## src/rtl/prog_mem_pkg.sv

```systemverilog
// Shared types and constants for the serially loaded program memory.
// Optional build macro: PROG_MEM_PARITY_EN (per-word even-parity bit and ld_err).
package prog_mem_pkg;

    localparam int DEF_ADDR_W = 4;
    localparam int DEF_DATA_W = 8;

    localparam logic [DEF_DATA_W-1:0] NOP_WORD = '0;

    typedef enum logic [1:0] {
        ST_RUN,
        ST_LOAD,
        ST_DONE
    } state_e;

endpackage

```

## src/rtl/prog_mem_shifter.sv

```systemverilog
// Serial-to-parallel word assembler, LSB first; word_valid_o marks the final accepted bit.
// Optional build macro: PROG_MEM_PARITY_EN (adds a trailing even-parity bit and word_err_o).
module prog_mem_shifter #(
    parameter int DATA_W = 8
) (
    input  logic              clk_i,
    input  logic              n_rst_i,
    input  logic              clr_i,
    input  logic              shift_en_i,
    input  logic              bit_i,
    output logic [DATA_W-1:0] word_o,
    output logic              word_valid_o
`ifdef PROG_MEM_PARITY_EN
    ,
    output logic              word_err_o
`endif
);

    localparam int CNT_W = $clog2(DATA_W + 1);
`ifdef PROG_MEM_PARITY_EN
    localparam int LAST = DATA_W;
`else
    localparam int LAST = DATA_W - 1;
`endif

    logic [DATA_W-1:0] sr_q, sr_d, merged;
    logic [CNT_W-1:0]  cnt_q, cnt_d;
    logic              last;

    // The word is presented combinationally so the top can write it on the same edge.
    always_comb begin
        merged = sr_q;
        for (int unsigned i = 0; i < DATA_W; i++) begin
            if (cnt_q == CNT_W'(i)) merged[i] = bit_i;
        end
        last         = (cnt_q == CNT_W'(LAST));
        word_valid_o = shift_en_i && last;
`ifdef PROG_MEM_PARITY_EN
        word_err_o   = word_valid_o && ((^sr_q) ^ bit_i);
        word_o       = word_err_o ? '0 : sr_q;
`else
        word_o       = merged;
`endif
        sr_d  = sr_q;
        cnt_d = cnt_q;
        if (clr_i) begin
            sr_d  = '0;
            cnt_d = '0;
        end else if (shift_en_i) begin
            if (last) begin
                sr_d  = '0;
                cnt_d = '0;
            end else begin
                sr_d  = merged;
                cnt_d = cnt_q + 1'b1;
            end
        end
    end

    always_ff @(posedge clk_i) begin
        if (!n_rst_i) begin
            sr_q  <= '0;
            cnt_q <= '0;
        end else begin
            sr_q  <= sr_d;
            cnt_q <= cnt_d;
        end
    end

endmodule

```

## src/rtl/prog_mem.sv

```systemverilog
// Program memory with a bit-serial loader; CPU is held in reset while loading.
// Optional build macro: PROG_MEM_PARITY_EN (per-word parity check, sticky ld_err output).
module prog_mem
    import prog_mem_pkg::*;
#(
    parameter int ADDR_W = DEF_ADDR_W,
    parameter int DATA_W = DEF_DATA_W
) (
    input  logic              clk,
    input  logic              n_rst,
    input  logic [ADDR_W-1:0] addr,
    output logic [DATA_W-1:0] data,
    input  logic              ld_start,
    input  logic              ld_valid,
    input  logic              ld_bit,
    output logic              ld_ready,
    output logic              ld_done,
    output logic              cpu_hold
`ifdef PROG_MEM_PARITY_EN
    ,
    output logic              ld_err
`endif
);

    localparam int DEPTH = 2 ** ADDR_W;

    logic [DATA_W-1:0] mem_q [DEPTH];
    logic [ADDR_W-1:0] wr_ptr_q;
    state_e            state_q;
    logic              ld_ready_q, ld_done_q, cpu_hold_q;
    logic [DATA_W-1:0] word;
    logic              word_valid;
    logic              shift_en, shift_clr;
`ifdef PROG_MEM_PARITY_EN
    logic              word_err;
    logic              ld_err_q;
`endif

    assign shift_en  = (state_q == ST_LOAD) && ld_valid;
    assign shift_clr = (state_q == ST_RUN) && ld_start;

    prog_mem_shifter #(
        .DATA_W (DATA_W)
    ) u_shifter (
        .clk_i        (clk),
        .n_rst_i      (n_rst),
        .clr_i        (shift_clr),
        .shift_en_i   (shift_en),
        .bit_i        (ld_bit),
        .word_o       (word),
        .word_valid_o (word_valid)
`ifdef PROG_MEM_PARITY_EN
        ,
        .word_err_o   (word_err)
`endif
    );

    // A held CPU must only ever fetch NOPs.
    assign data     = (state_q == ST_RUN) ? mem_q[addr] : DATA_W'(NOP_WORD);
    assign ld_ready = ld_ready_q;
    assign ld_done  = ld_done_q;
    assign cpu_hold = cpu_hold_q;
`ifdef PROG_MEM_PARITY_EN
    assign ld_err   = ld_err_q;
`endif

    always_ff @(posedge clk) begin
        if (!n_rst) begin
            state_q    <= ST_RUN;
            wr_ptr_q   <= '0;
            ld_ready_q <= 1'b0;
            ld_done_q  <= 1'b0;
            cpu_hold_q <= 1'b0;
`ifdef PROG_MEM_PARITY_EN
            ld_err_q   <= 1'b0;
`endif
            for (int unsigned i = 0; i < DEPTH; i++) mem_q[i] <= DATA_W'(NOP_WORD);
        end else begin
            ld_done_q <= 1'b0;
            if (word_valid) mem_q[wr_ptr_q] <= word;
            case (state_q)
                ST_RUN: begin
                    if (ld_start) begin
                        state_q    <= ST_LOAD;
                        wr_ptr_q   <= '0;
                        ld_ready_q <= 1'b1;
                        cpu_hold_q <= 1'b1;
`ifdef PROG_MEM_PARITY_EN
                        ld_err_q   <= 1'b0;
`endif
                    end
                end
                ST_LOAD: begin
`ifdef PROG_MEM_PARITY_EN
                    if (word_err) ld_err_q <= 1'b1;
`endif
                    if (word_valid) begin
                        wr_ptr_q <= wr_ptr_q + 1'b1;
                        if (wr_ptr_q == '1) begin
                            state_q    <= ST_DONE;
                            ld_ready_q <= 1'b0;
                            ld_done_q  <= 1'b1;
                        end
                    end
                end
                ST_DONE: begin
                    state_q    <= ST_RUN;
                    cpu_hold_q <= 1'b0;
                end
                default: state_q <= ST_RUN;
            endcase
        end
    end

endmodule

```

## config.mk

```make
export PLATFORM = sky130hd
export DESIGN_NAME = prog_mem
export DESIGN_NICKNAME = d
export VERILOG_FILES = /design/src/rtl/prog_mem_pkg.sv /design/src/rtl/prog_mem_shifter.sv /design/src/rtl/prog_mem.sv
export SDC_FILE = /design/constraint.sdc
export NUM_CORES = 1
export LEC_CHECK = 0
export ABC_AREA = 1
export CORE_MARGIN = 10
export CORE_UTILIZATION = 30
export DETAILED_ROUTE_END_ITERATION = 8
export SLEW_MARGIN = 40
export SYNTH_ARGS = -nofsm -noshare
export SYNTH_HDL_FRONTEND = slang
export SYNTH_SLANG_ARGS = --single-unit
export TNS_END_PERCENT = 30
```

## constraint.sdc

```tcl
create_clock -name clk -period 3.6 [get_ports clk]
set_clock_uncertainty 0.1 [all_clocks]
set_input_delay 1.08 -clock clk [delete_from_list [all_inputs] [get_ports clk]]
set_output_delay 1.08 -clock clk [all_outputs]
set_load 0.01 [all_outputs]
```

[Yosys cells after proc, flatten, opt, wreduce, memory -nomap -nowiden]
Memory sizes are Yosys's and may differ from the RTL's.
Cells that the tools add are included.
Word-level totals
  register bits after elaboration: 21
  memory bits (writable): 128
  output and inout bits: 11
  input bits: 9
  word-level logic and storage cells: 69
  memories: 1
Operators by class
  reductions and logical operators: 14
  add/sub/neg operators: 2
  multiplexer cells: 31
  bitwise operators: 1
  equality and inequality tests: 13
Memories
  mem_q: words 16, bits a word 8, rd ports 1, clocked after memory_dff 0, write ports 16, RTL line prog_mem.sv:27  | logic [DATA_W-1:0] mem_q [DEPTH];
Operator list (count)
  8-bit two-way mux: 3
  1-bit two-way mux: 17
  4-bit by 3-bit == test with 1-bit output (second input constant): 4
  4-bit two-way mux: 4
  3-bit AND reduction: 3
  4-bit by 1-bit adder with 4-bit output (second input constant): 2
  4-bit by 2-bit == test with 1-bit output (second input constant): 2
  4-bit case mux with 2 select lines: 1
  8-bit OR reduction: 1
  2-bit two-way mux: 3
  4-bit by 1-bit == test with 1-bit output (second input constant): 1
  4-bit == test (second input constant): 1
  4-bit zero test: 1
  2-bit by 1-bit inequality test with 1-bit output (second input constant): 2
  1-bit case mux with 2 select lines: 2
  2-bit case mux with 2 select lines: 1
  4-bit AND reduction: 1
  2-bit nonzero test: 2
  1-bit logical AND: 3
  2-bit by 1-bit == test with 1-bit output (second input constant): 1
  2-bit == test (second input constant): 1
  2-bit zero test: 1
  2-bit inequality test (second input constant): 1
  2-bit AND reduction: 1
  other kinds (2): 2

[Logic depth before layout (Yosys ltp)]
Gate-level depths: netlist of run 1.
  depth in word-level cells: 8
  mapped depth: 9
  depth with buffers taken out: 9

[Modules after synthesis]
Synthesis of run 1 repeated with hierarchy kept, for this count alone.
Unflattened totals
  cell total of the unflattened synthesis: 851
  area total of the unflattened synthesis: 7393.3 µm²
By module, submodules not included
  prog_mem: cells an instance 752, times used 1, area an instance 6710.2 µm²
  prog_mem_shifter: cells an instance 99, times used 1, area an instance 683.2 µm²

[Least setup slack after synthesis of run 1]
No wires, ideal clock.
  path type: input-to-output
  start point: input port addr[1]
  end point: output port data[2]
  arrival time: 2028 ps
  required time: 2420 ps
  stages on the path: 7
  path buffers: 2
  setup slack: 392 ps
  cell sequence: clkbuf_1 -> inv_1 -> clkbuf_1 -> nand2_1 -> nand3_1 -> nand3_1 -> a21oi_1
On the way
  word-level cells in the longest chain between the ends: 2
RTL lines
  start, declared: RTL line prog_mem.sv:11  | input logic [ADDR_W-1:0] addr,
  memory 16 x 8 bit
  8-bit two-way mux: RTL line prog_mem.sv:59  | assign data = (state_q == ST_RUN) ? mem_q[addr] : DATA_W'(NOP_WORD);
  end, declared: RTL line prog_mem.sv:12  | output logic [DATA_W-1:0] data,
Every way passes these cells.

[Worst setup path in the final report of run 1]
  start point: input port addr[2]
  end point: output port data[5]
The elaborated chain is that of the path after synthesis.

==> run metrics, run 1 <==
Vias per Instance=about 4.5; number of CTS-inserted buffers=17; vertical die dimension=175 µm; total vias in the final route=roughly 5.3k; combinational share of power=0.077; cell area after technology mapping=0.00721 mm²; Antenna Nets Post-Route=0; vias in the first global route=5,191; total I/O pin count=20; met2 WL post-DR=8.80 mm; Max-Cap Viols=0; Slew Limit Fails=0; setup total negative slack=0 ns; CTS H-Tree Depth=4; Crit. End Element=output pin; Worst-Margin Slew=~0.70 ns; main area contributors after synthesis=edfxtp_1 (53%), nand2_1 (13%), nor2_1 (7.3%); library cell occupying the most area in the post-synthesis netlist=edfxtp_1; gate count after technology mapping=roughly 840; top library cells by usage in the layout, fill and taps aside=nand2_1 (251), nor2_1 (140), edfxtp_1 (128), inv_1 (98), nand3_1 (88); fin nets=876; share of cells above drive strength 1=0.103; # rows=between 50 and 60; number of sinks handled by clock tree synthesis=about 150; number of flip-flops and latches in the synthesized netlist=approximately 150; post-synthesis sequential area ratio=0.591; final wirelength=around 18 mm; Int Pwr=3120 µW; Post-DP HPWL=~12 mm; met3 layer wire length in the routed design=860 µm; RSZ-0062 raised after global routing=yes; gr usage total=0.121; core area=between 0.02 and 0.025 mm²; switching power of the nets=a little under 1000 µW; Die Wd=between 150 and 200 µm; wire length on met1=~8.0 mm; sequential cell fraction of total power=0.475; arrival time at the worst endpoint=approximately 2.4 ns; Slew headroom=0.531; highest fanout seen on the critical path=6; top routing layer in use=met5; Final Critical Period=roughly 3.6 ns; min-delay worst type=reg2reg; die outline area=0.0307 mm²; insertion delay to the later sink of the worst-skew pair=0.43 ns; number of hold-repair buffers added at the cts stage=0; leakage power=0.00341 µW; Root Buffer=clkbuf_16; TritonCTS clock tree=done; final-report setup violation count=0; first-pass GRT wire length=28.6 mm; wire length per cell=between 15 and 20 µm; library cells used by synthesis=22; Min Hold Slack=~0.35 ns; outcome=completed; detailed router's first-iteration violation count=333; largest net degree at the start of global routing=27; number of nets produced by synthesis=roughly 850; crit share post-route=0.990; peak supply drop=between 300 and 400 µV; Achievable Freq=0.281 GHz; number of failing hold endpoints at the final stage=0; total of buffers placed on input and output ports=19; DRC violation count after routing=0; effective utilization at floorplan=0.306; overflow left after global routing=0; core occupancy in the finished layout=0.359; signed area change from the synthesized netlist to the final layout=17.2%; number of buffers on the longest clock path=2; startpoint-to-endpoint class of the critical path=in2out; launching element type of the critical path=input pin; antenna diode count=0; number of antenna violations at the first check in global routing=1; leading cell type in the layout, fill and taps excluded=nand2_1; Clock power frac=0.448; required time of the critical path=~2.4 ns; switching part of the total=0.237; clock transition time at the flip-flop clock pins of the worst setup and hold paths=around 0.060 ns; number of warnings reported in the yosys synthesis log=0; GPL Wtd Cong=0.897; Syn Area/Cell=roughly 8.6 µm²; fraction of post-synthesis cell area in the top cell type by area=0.533; ratio of total power to cell area=484 mW/mm²; Initial DRT Pass Iterations=5
[sequential cells by signal (all words and copies together), names as in the netlist]
register	cells
u_shifter.sr_q	8
u_shifter.cnt_q	4
ld_done	1
wr_ptr_q	4
cpu_hold	1
mem_q	128
state_q	2
ld_ready	1
[cells by family (layout without fill, tap and decap cells)]
group	Yosys count	after routing	synth area share
and+or+nand+nor	503	503	0.290
DFF	149	149	0.591
buffers and inverters	140	175	0.0779
AOI/OAI and AO/OA	35	35	0.0243
adders and majority gates	8	8	0.0139
xor gates and xnor gates	2	2	0.00243
[critical path, cell delays in order]
cell and delay [ns]:
dlygate4sd2_1 0.32, clkinvlp_4 0.17, buf_4 0.17, nand3_1 0.08
nand3_1 0.12, a21oi_1 0.15, dlygate4sd2_1 0.29
[cells in the mapped netlist]
| library cell | n |
|---|---|
| a21oi_1 | 22 |
| buf_1 | 5 |
| buf_2 | 11 |
| buf_4 | 4 |
| buf_6 | 1 |
| clkbuf_1 | 17 |
| dfxtp_1 | 21 |
| edfxtp_1 | 128 |
| ha_1 | 8 |
| inv_1 | 100 |
| inv_2 | 2 |
| nand2_1 | 251 |
| nand2_2 | 13 |
| nand2_4 | 1 |
| nand3_1 | 88 |
| nand3_2 | 4 |
| nor2_1 | 140 |
| nor2_4 | 4 |
| nor3_1 | 2 |
| o21ai_0 | 12 |
| o21ai_1 | 1 |
| xor2_1 | 2 |
[power groups by stage]
stage	logic [µW]	clock network (µW)	registers, µW
after floorplan	193	0	1980
after global placement	315	0	1980
after detailed placement	315	0	1980
after CTS	319	1850	1940
after global routing	354	1940	1950
final	316	1830	1940
[what timing repair did]
action | CTS | global route
pin swaps | 0 | 0
setup endpoints to repair | 8 | 8
gates cloned | 1 | 0
gates resized for setup | 21 | 19
buffers inserted | 2 | 0
[final timing paths]
path,start,end,slack [ns],cells past startpoint
min reg2reg,u_shifter.sr_q[7],u_shifter.sr_q[7],0.35,2
max,addr[2],data[5],0.04,7
max reg2reg,u_shifter.cnt_q[0],mem_q[0][3],1.22,7
min,u_shifter.sr_q[7],u_shifter.sr_q[7],0.35,2
[area by class of cell]
| class | count | area (µm²) |
|---|---|---|
| sequential | 149 | 4260 |
| clock inverter | 15 | 176 |
| timing repair buffer | 41 | 403 |
| tap | 319 | 399 |
| fill | 2442 | 15100 |
| multi-input combinational | 548 | 2400 |
| clock buffer | 17 | 425 |
| inverter | 102 | 389 |
[metal layers]
layer,track usage,up-vias
met1,0.146,2490
met5,0,-
met4,0.0371,2
met2,0.204,124
met3,0.0362,28
li1,-,2702
[metrics by stage]
stage                     total power (µW)  std cells  cell area (µm²)  setup WS, ns
final                                 4090       1191             8450        0.0371
after global routing                  4250       1191             8450       -0.0700
after CTS                             4120       1191             8470       0.00215
after detailed placement              2300       1156             7800        -0.489
after global placement                2290       1156             7800        -0.477
after floorplan                       2170        837             7210         0.392
(Power assumes the default switching activity.)
==> run 2: changes to the inputs <==
Settings changed: CTS_CLUSTER_DIAMETER from default to 30.
==> results of run 2 <==
No change in the layout: final DEF, timing and power equal those of run 1.
==> run 3: changes to the inputs <==
Clock period 3.6 ns to 4.1 ns, I/O delays scaled along.
==> run 3 against run 2 <==
  * Power down 14%
  * Global-route usage rose by 0.081 points
  * Sequential share of layout area rose by 0.48 points
  * Combinational power down 13%
  * Register-to-register slack better by 0.49 ns
  * Worst hold slack is essentially flat
  * Critical endpoint unchanged
  * Largest power group unchanged
==> run metrics, run 3 (synthesized netlist as in run 1, its figures left out) <==
min-delay worst type=reg2reg; Post-Layout Cell Count=1,188 (-0.25%); die outline area=0.0307 mm² (unchanged); master of the slowest instance on the critical path=clkdlybuf4s50_1; core area=0.0235 mm² (unchanged); number of instances on the worst hold path=2 (unchanged); reg-to-reg endpoint=mem_q[6][3]; wire length per cell=15.4 µm (+1.7%); antenna diode count=0 (unchanged); Filler cells=2,447 (+0.20%); number of failing hold endpoints at the final stage=0 (unchanged); TritonCTS clock tree=done; signed area change from the synthesized netlist to the final layout=16.1%; total area of multi-input combinational cells=0.00239 mm² (-0.31%); worst-case setup margin in the final layout=0.00685 ns (-0.0303 ns); outcome=completed; number of buffers on the longest clock path=2 (unchanged); first-pass GRT wire length=28.9 mm (+1.2%); Slew Limit Fails=0 (unchanged); Largest stage delay, worst path=0.48 ns (+0.16 ns); Max-Cap Viols=0 (unchanged); cells along the critical path=clkdlybuf4s50_1, inv_1, buf_6, nand3_1, nand3_1, nand3_1, a21oi_1, dlygate4sd2_1; Achievable Freq=~0.24 GHz; clock transition time at the flip-flop clock pins of the worst setup and hold paths=0.06 ns (about the same); GR peak layer=met2; leading cell type in the layout, fill and taps excluded=nand2_1; top library cells by usage in the layout, fill and taps aside=nand2_1 (251), nor2_1 (140), edfxtp_1 (128), inv_1 (99), nand3_1 (88); insertion delay to the later sink of the worst-skew pair=0.43 ns (about the same); total I/O pin count=20 (unchanged); register with the highest flop count=mem_q; number of hold-repair buffers added at the cts stage=0 (unchanged); setup total negative slack=0 ns (unchanged); Initial DRT Pass Iterations=5 (unchanged); effective utilization at floorplan=0.306 (unchanged); number of antenna violations at the first check in global routing=0 (-1); ratio of total power to cell area=421 mW/mm² (-13%); required time of the critical path=2.77 ns (+0.35 ns); GPL Wtd Cong=0.862 (-3.9%); overflow left after global routing=0 (unchanged); startpoint of the worst-slack reg-to-reg timing path=u_shifter.cnt_q[0]; total of buffers placed on input and output ports=19 (unchanged); CTS H-Tree Depth=4 (unchanged); Root Buffer=clkbuf_16; max reg flops=128 (unchanged); launching element type of the critical path=input pin; vias in the first global route=5,197 (+0.12%); # rows=56 (unchanged); Die Wd=175 µm (unchanged); largest registers in the final layout=mem_q: 128 flops, u_shifter.sr_q: 8 flops; cell count after placement=1,152 (-0.35%); crit share post-route=0.998; gr usage total=0.122 (+0.000809); detailed router's first-iteration violation count=388 (+17%); final-report setup violation count=0 (unchanged); largest net degree at the start of global routing=47 (+74%); startpoint-to-endpoint class of the critical path=in2out; met2 Usage GRT=0.207 (+0.00367); arrival time at the worst endpoint=2.76 ns (+0.38 ns); Antenna Nets Post-Route=0 (unchanged); number of CTS-inserted buffers=17 (unchanged); Post-DP HPWL=12.0 mm (-1.7%); DRC violation count after routing=0 (unchanged); DP Worst Slack=-0.309 ns (+0.180 ns); start point of the worst hold path=u_shifter.sr_q[7]; register-to-register setup slack=1.71 ns (+0.49 ns); highest fanout seen on the critical path=16 (+10); final wirelength=18.3 mm (+1.4%); Sequential cell area=0.00426 mm² (unchanged); Vias per Instance=4.53 (+0.82%); leakage power=0.00335 µW (-1.7%); Crit. End Element=output pin; met1 Use GR=0.145 (-0.00121); peak supply drop=293 µV (-12%); fin nets=873 (-0.34%); Slew headroom=0.441 (-0.0898); Worst-Margin Slew=0.838 ns (+0.135 ns); total vias in the final route=5,376 (+0.56%); share of cells above drive strength 1=0.0944 (-0.00885); Final Critical Period=a little over 4 ns; number of sinks handled by clock tree synthesis=149 (unchanged); endpoint of the worst hold path=u_shifter.sr_q[7]; RSZ-0062 raised after global routing=yes; reg2reg path depth=7 (unchanged); vertical die dimension=175 µm (unchanged); Most Frequent Cell on Critical Path=nand3_1; met3 layer usage reported by global route=0.0315 (-0.00474)
run 3: cell count changes in the layout (fill, tap and decap cells not counted), sizes merged:
cell           change
clkinvlp           +3
buf                -2
inv                -2
bufbuf             -1
bufinv             -1
clkbuf             -1
clkdlybuf4s15      +1
clkdlybuf4s50      +1
clkinv             -1
run 3: how the worst max path moves through the flow:
stage	slack (ns)	end	from
floorplan	0.59	data[2]	addr[1]
global placement	-0.30	data[4]	addr[1]
detailed placement	-0.31	data[0]	addr[2]
CTS	-0.02	data[4]	addr[1]
global route	-0.09	data[5]	addr[1]
finish	0.007	data[5]	addr[1]
run 3: area by class of cell:
cell class / count / area share
sequential: 149 / 0.509
multi-input combinational: 548 / 0.285
clock buffer: 18 / 0.0513
tap: 319 / 0.0477
inverter: 102 / 0.0462
timing repair buffer: 38 / 0.0420
clock inverter: 14 / 0.0184
run 3: power by group:
group	leakage (µW)	internal [µW]	switching (µW)
sequential	0.00149	1690	17.0
clock	0.000267	901	645
combinational	0.00160	86.0	188
run 3: per-stage QoR:
stage	utilization	hold WS [ns]	total power, µW	area [µm²]
2_1_floorplan	-	0.324	1900	7210
3_3_place_gp	0.331	0.334	2020	7780
3_5_place_dp	0.331	0.339	2020	7780
4_1_cts	0.357	0.347	3560	8400
5_1_grt	0.356	0.376	3650	8370
6_report	0.356	0.346	3530	8370
run 3: metal layers:
layer / vias up / wire [µm] / part of all wire
met5: - / 0 / 0
met4: 0 / 369 / 0.020
met3: 27 / 994 / 0.054
met2: 135 / 9080 / 0.50
met1: 2519 / 7820 / 0.43
li1: 2695 / - / -
run 3: critical path: cells and delay by family:
family / cells / cell delay, ns
buf+inv: 4 / 1.09
compound gates: 1 / 0.15
simple gates: 3 / 0.28
run 3: repair_timing:
action / CTS / global route
pin swaps: 0 / 0
setup endpoints to repair: 8 / 8
buffers inserted: 4 / 0
gates resized for setup: 17 / 9
